===== src/rtl/ipb_io_regbank.sv =====
// IPbus register bank: R0..R7 read/write, status snapshot at 8, fixed-latency read handshake.
// Optional write counter at address 15 is built when IO_WR_COUNT_EN is defined.
module ipb_io_regbank #(
    parameter int RD_LATENCY = 3
) (
    input  logic        clk,
    input  logic        res,
    input  logic        io_sync,
    input  logic        io_rd_en,
    input  logic        io_wr_en,
    input  logic [3:0]  ipb_addr,
    input  logic [31:0] ipb_wdata,
    input  logic [31:0] status_in,
    output logic        io_rd_ack,
    output logic [31:0] io_rdata,
    output logic [31:0] ctrl_out
);

    typedef enum logic [1:0] {
        IDLE    = 2'd0,
        RD_WAIT = 2'd1,
        RD_DONE = 2'd2
    } state_t;

    localparam logic [3:0] LAT_M1 = 4'(RD_LATENCY - 1);

    state_t      r_state;
    state_t      w_state_nxt;
    logic [3:0]  r_cnt;
    logic [3:0]  w_cnt_nxt;
    logic        r_rd_en_prev;
    logic        r_ack;
    logic [31:0] r_rdata;
    logic [31:0] r_snap;
    logic [31:0] r_regs [0:7];
    logic [31:0] w_sel;
    logic        w_rd_start;
    logic        w_abort;
    logic        w_ack_nxt;

`ifdef IO_WR_COUNT_EN
    logic [31:0] r_wr_cnt;

    // Free-running count of write strobes, wraps naturally at 32 bits.
    always_ff @(posedge clk or posedge res) begin
        if (res) begin
            r_wr_cnt <= 32'd0;
        end else if (io_wr_en) begin
            r_wr_cnt <= r_wr_cnt + 32'd1;
        end else begin
            r_wr_cnt <= r_wr_cnt;
        end
    end
`endif

    // Register file write port; addresses 8..15 are not writable.
    always_ff @(posedge clk or posedge res) begin
        if (res) begin
            for (int i = 0; i < 8; i++) begin
                r_regs[i] <= 32'd0;
            end
        end else if (io_wr_en && (ipb_addr[3] == 1'b0)) begin
            r_regs[ipb_addr[2:0]] <= ipb_wdata;
        end else begin
            r_regs <= r_regs;
        end
    end

    // Read-data mux evaluated in the read-start cycle.
    always_comb begin
        w_sel = 32'd0;
        case (ipb_addr)
            4'd8:    w_sel = status_in;
`ifdef IO_WR_COUNT_EN
            4'd15:   w_sel = r_wr_cnt;
`endif
            default: w_sel = (ipb_addr[3] == 1'b0) ? r_regs[ipb_addr[2:0]] : 32'd0;
        endcase
    end

    assign w_rd_start = io_rd_en & ~r_rd_en_prev & io_sync;
    assign w_abort    = ~io_sync | ~io_rd_en;

    // Next-state logic; ack is looked ahead so it can be registered.
    always_comb begin
        w_state_nxt = r_state;
        w_cnt_nxt   = r_cnt;
        case (r_state)
            IDLE: begin
                if (w_rd_start) begin
                    w_state_nxt = RD_WAIT;
                    w_cnt_nxt   = LAT_M1;
                end else begin
                    w_state_nxt = IDLE;
                end
            end
            RD_WAIT: begin
                if (w_abort) begin
                    w_state_nxt = IDLE;
                    w_cnt_nxt   = 4'd0;
                end else if (r_cnt == 4'd0) begin
                    w_state_nxt = RD_DONE;
                end else begin
                    w_cnt_nxt = r_cnt - 4'd1;
                end
            end
            RD_DONE: begin
                if (!io_rd_en) begin
                    w_state_nxt = IDLE;
                end else begin
                    w_state_nxt = RD_DONE;
                end
            end
            default: begin
                w_state_nxt = IDLE;
                w_cnt_nxt   = 4'd0;
            end
        endcase
        w_ack_nxt = (w_state_nxt == RD_WAIT) && (w_cnt_nxt == 4'd0);
    end

    // Read FSM and registered outputs; rd_en history resets high so a held
    // io_rd_en across reset release is not mistaken for a new read.
    always_ff @(posedge clk or posedge res) begin
        if (res) begin
            r_state      <= IDLE;
            r_cnt        <= 4'd0;
            r_rd_en_prev <= 1'b1;
            r_ack        <= 1'b0;
            r_rdata      <= 32'd0;
            r_snap       <= 32'd0;
        end else begin
            r_state      <= w_state_nxt;
            r_cnt        <= w_cnt_nxt;
            r_rd_en_prev <= io_rd_en;
            r_ack        <= w_ack_nxt;
            if ((r_state == IDLE) && w_rd_start) begin
                r_snap <= w_sel;
            end else begin
                r_snap <= r_snap;
            end
            if (w_ack_nxt) begin
                r_rdata <= (r_state == IDLE) ? w_sel : r_snap;
            end else begin
                r_rdata <= r_rdata;
            end
        end
    end

    assign io_rd_ack = r_ack;
    assign io_rdata  = r_rdata;
    assign ctrl_out  = r_regs[0];

endmodule


===== config.mk =====
export PLATFORM = sky130hd
export DESIGN_NAME = ipb_io_regbank
export DESIGN_NICKNAME = d
export VERILOG_FILES = /design/src/rtl/ipb_io_regbank.sv
export SDC_FILE = /design/constraint.sdc
export NUM_CORES = 1
export LEC_CHECK = 0
export BUFFER_PORTS_ARGS = -buffer_cell sky130_fd_sc_hd__buf_2
export CORE_MARGIN = 2
export CORE_UTILIZATION = 30
export DETAILED_ROUTE_END_ITERATION = 7
export PLACE_DENSITY = 0.47
export SYNTH_ARGS = -nofsm -noshare
export SYNTH_HDL_FRONTEND = slang
export SYNTH_SLANG_ARGS = --single-unit

===== constraint.sdc =====
create_clock -name clk -period 12.18 [get_ports clk]
set_input_delay 2.436 -clock clk [delete_from_list [all_inputs] [get_ports clk]]
set_output_delay 2.436 -clock clk [all_outputs]
set_load 0.01 [all_outputs]

==> impl_metrics.yaml <==
cells_and_area:
  stdcell_area_um2: 17500
  syn2layout_area_growth_pct: 15.2
  layout-drive-gt1-share_pct: 41.1
  multi_input_area_um2: 6380
  fin_nets: 1292
  final.fill_count: 4945
  seq_area_um2: 8210
  utilization_pct: 35.0
  num_antenna_cells: 0
die:
  dieArea_um2: 52600
  initial_utilization_pct: 30.3
  pin_count: 138
  std_cell_rows: 82
  coreArea_um2: 50200
  die_h_um: 229
  die_x_um: 229
timing:
  period_share_pct: 40.7
  maxSlewViolCount: 0
  slew_headroom_pct: 21.3
  setup_viol: 0
  hold_violations: 0
  hold-worst-slack_ns: 0.477
  grt_setup_unrepaired: "false"
  tns_ns: 0
  worstMarginPinSlew_ns: 1.18
  max_freq_mhz: 202
  min_period_ns: 4.96
  fin_skew_ns: 0.0101
critical_path:
  slowest_stage: "and2_2"
  worstPathArrival_ns: 5.38
  critPathBufInv: 2
  r2r_slack_ns: 8.56
  crit_cells: 5
  endpoint: "r_regs[9]$_DFFE_PP0P_"
  slowest_delay_ns: 0.89
  cp_top_family: "simple AND/OR/NAND/NOR gates"
  cp_max_fo: 34
  required_ns: 12.60
  rr_worst_depth: 6
  startpoint_type: "input port"
  endpoint_kind: "flop"
  startpoint: "ipb_addr[0]"
  rr_startpoint: "r_state[1]$_DFF_PP0_"
  crit_type: "in -> reg"
  reg2reg_to: "io_rdata[8]$_DFFE_PP0P_"
  crit_chain: "buf_2 -> and2_2 -> nor2b_4 -> buf_4 -> mux2_2"
clock_tree:
  clk_latency_ns: 0.55
  cts_made_buffers: 39
  clock_path_buffers: 3
  cts_setup_buffers: 0
  post_cts_resized: 0
  cts_root_buf: "clkbuf_16"
  cts_tree: "built"
  clk_transition_reported_paths_ns: 0.05
  htreeDepth: 2
  ctsHoldBuffers: 0
  cts.sinks: 328
drt:
  detail-route-antenna-nets: 0
  routedWlPerCell_um: 21.3
  drc: 0
  vias_per_cell: 5.02
  drt_iter0_drc: 595
  dr_total_vias: 9601
  wl_um: 40700
  drt_first_pass_iters: 5
global_routing:
  grt_antenna_before_repair: 0
  grt_usage_pct: 15.8
  grt_pass1_vias: 10100
  grt-ovfl-total: 0
  grt_start_max_net_pins: 109
  grt_pass1_wl_um: 64000
placement:
  place_area_um2: 16400
  gp_congestion: 0.718
  dpl.hpwl_um: 25500
  io_buffers: 137
synth:
  synth_warnings: 0
  synthFlopType: "dfrtp_1"
  syn_area_per_cell_um2: 13.4
  synth.distinct_cells: 40
  synth_edf_count: 0
  ys_seq_elements: 328
  synth_area_um2: 15200
  yosysSeqAreaShare_pct: 53.9
  synth_nets: 1214
  netlist_instances: 1140
  async_flop_share_pct: 100
outcome:
  outcome: "completed"
hold_path:
  worstHoldPathType: "reg -> reg"
power_and_ir_drop:
  power_mw: 3.26
  peakVddDrop_uv: 82.4
  power_density_nw_per_um2: 186
  p_leak_nw: 7.92
run:
  drv_cap: 0
[Yosys cell counts, drive strengths merged (2+ instances only)]
| cell type | count | area [um2] |
|---|---|---|
| a211o | 29 | 254 |
| a21o | 4 | 30.0 |
| a21oi | 34 | 170 |
| a221oi | 32 | 280 |
| a31oi | 4 | 25.0 |
| buf | 67 | 400 |
| clkbuf | 48 | 180 |
| dfrtp | 327 | 8180 |
| inv | 32 | 120 |
| mux2 | 264 | 2970 |
| mux2i | 96 | 961 |
| mux4 | 28 | 631 |
| nand2 | 45 | 169 |
| nand2b | 3 | 18.8 |
| nand3b | 2 | 15.0 |
| nor2 | 11 | 41.3 |
| nor2b | 3 | 18.8 |
| nor3b | 2 | 15.0 |
| o211ai | 4 | 30.0 |
| o21a | 29 | 218 |
| o21ai | 32 | 160 |
| o22ai | 30 | 188 |
[state kept, by name, summed over array words and instances, names as in the netlist]
| signal | cells |
|---|---|
| ctrl_out | 32 |
| r_rd_en_prev | 1 |
| r_cnt | 4 |
| io_rd_ack | 1 |
| io_rdata | 32 |
| r_state | 2 |
| r_regs | 224 |
| r_snap | 32 |
[power by group]
part | switching (mW) | leakage, nW | internal, mW
clock | 0.450 | 0.579 | 0.655
sequential | 0.151 | 4.07 | 1.36
combinational | 0.302 | 3.27 | 0.345
total | 0.904 | 7.92 | 2.36
[cell type report]
type	count	area share [%]
tap	672	4.79
timing repair buffer	152	4.59
multi-input combinational	665	36.4
inverter	32	0.727
clock inverter	2	0.0784
clock buffer	61	6.67
sequential	328	46.8
[logic make-up (layout without fill, tap and decap cells)]
| family | after synthesis | after routing | synth area share (%) |
|---|---|---|---|
| multiplexers | 388 | 388 | 30.0 |
| flip-flops | 328 | 328 | 53.9 |
| AO/OA/AOI/OAI | 201 | 201 | 9.18 |
| buffers and inverters | 147 | 247 | 4.60 |
| AND/OR/NAND/NOR | 75 | 75 | 2.24 |
| adder cells (fa/ha/maj) | 1 | 1 | 0.0822 |
[routing by layer]
| layer | track usage [%] | vias to the layer above | wire, um | part of all wire, % |
|---|---|---|---|---|
| met5 | 0 | - | 0 | 0 |
| met4 | 4.61 | 0 | 842 | 2.1 |
| met3 | 2.34 | 57 | 1380 | 3.4 |
| met2 | 24.4 | 190 | 18600 | 46 |
| met1 | 23.0 | 5028 | 19800 | 49 |
| li1 | - | 4326 | - | - |
[stage by stage]
step,setup slack [ns],instances
floorplan,0.663,1140
global placement,6.59,1849
detailed placement,6.57,1849
CTS,7.16,1912
global route,7.02,1912
finish,7.22,1912
[worst min-delay path, stage by stage (launching register included)]
cell	delay (ns)
dfrtp_1	0.34
nand2_1	0.04
o21ai_0	0.06
[placed cells by master (no fill, tap or decap), types with 2 or more instances in the layout]
master     instances
clkbuf_1          13
o21a_1            29
buf_2            136
dfrtp_1          327
nand2_2            4
mux2_1             2
nand2b_1           2
nor2_4             3
buf_4             15
inv_1             31
a211o_1           29
clkbuf_8           7
o211ai_1           4
nor2_1             8
nor2b_4            3
a21oi_1           34
a221oi_1          32
a31oi_1            4
nand2_1           41
mux2i_1           96
clkbuf_16         41
o21ai_0           32
o22ai_1           30
mux4_2            28
nand3b_1           2
a21o_1             4
mux2_2           262
[worst min path at each step]
stage / start / slack [ns] / depth (start not counted) / end
after floorplan: r_snap[0]$_DFFE_PP0P_ / 0.45 / 1 / r_snap[0]$_DFFE_PP0P_
final: r_snap[4]$_DFFE_PP0P_ / 0.48 / 2 / r_snap[4]$_DFFE_PP0P_
after detailed placement: r_snap[18]$_DFFE_PP0P_ / 0.47 / 1 / r_snap[18]$_DFFE_PP0P_
after CTS: r_snap[8]$_DFFE_PP0P_ / 0.48 / 1 / r_snap[8]$_DFFE_PP0P_
after global placement: r_snap[0]$_DFFE_PP0P_ / 0.46 / 1 / r_snap[0]$_DFFE_PP0P_
after global routing: r_snap[3]$_DFFE_PP0P_ / 0.50 / 2 / r_snap[3]$_DFFE_PP0P_
Note: power is estimated with default switching activity, not from simulation.
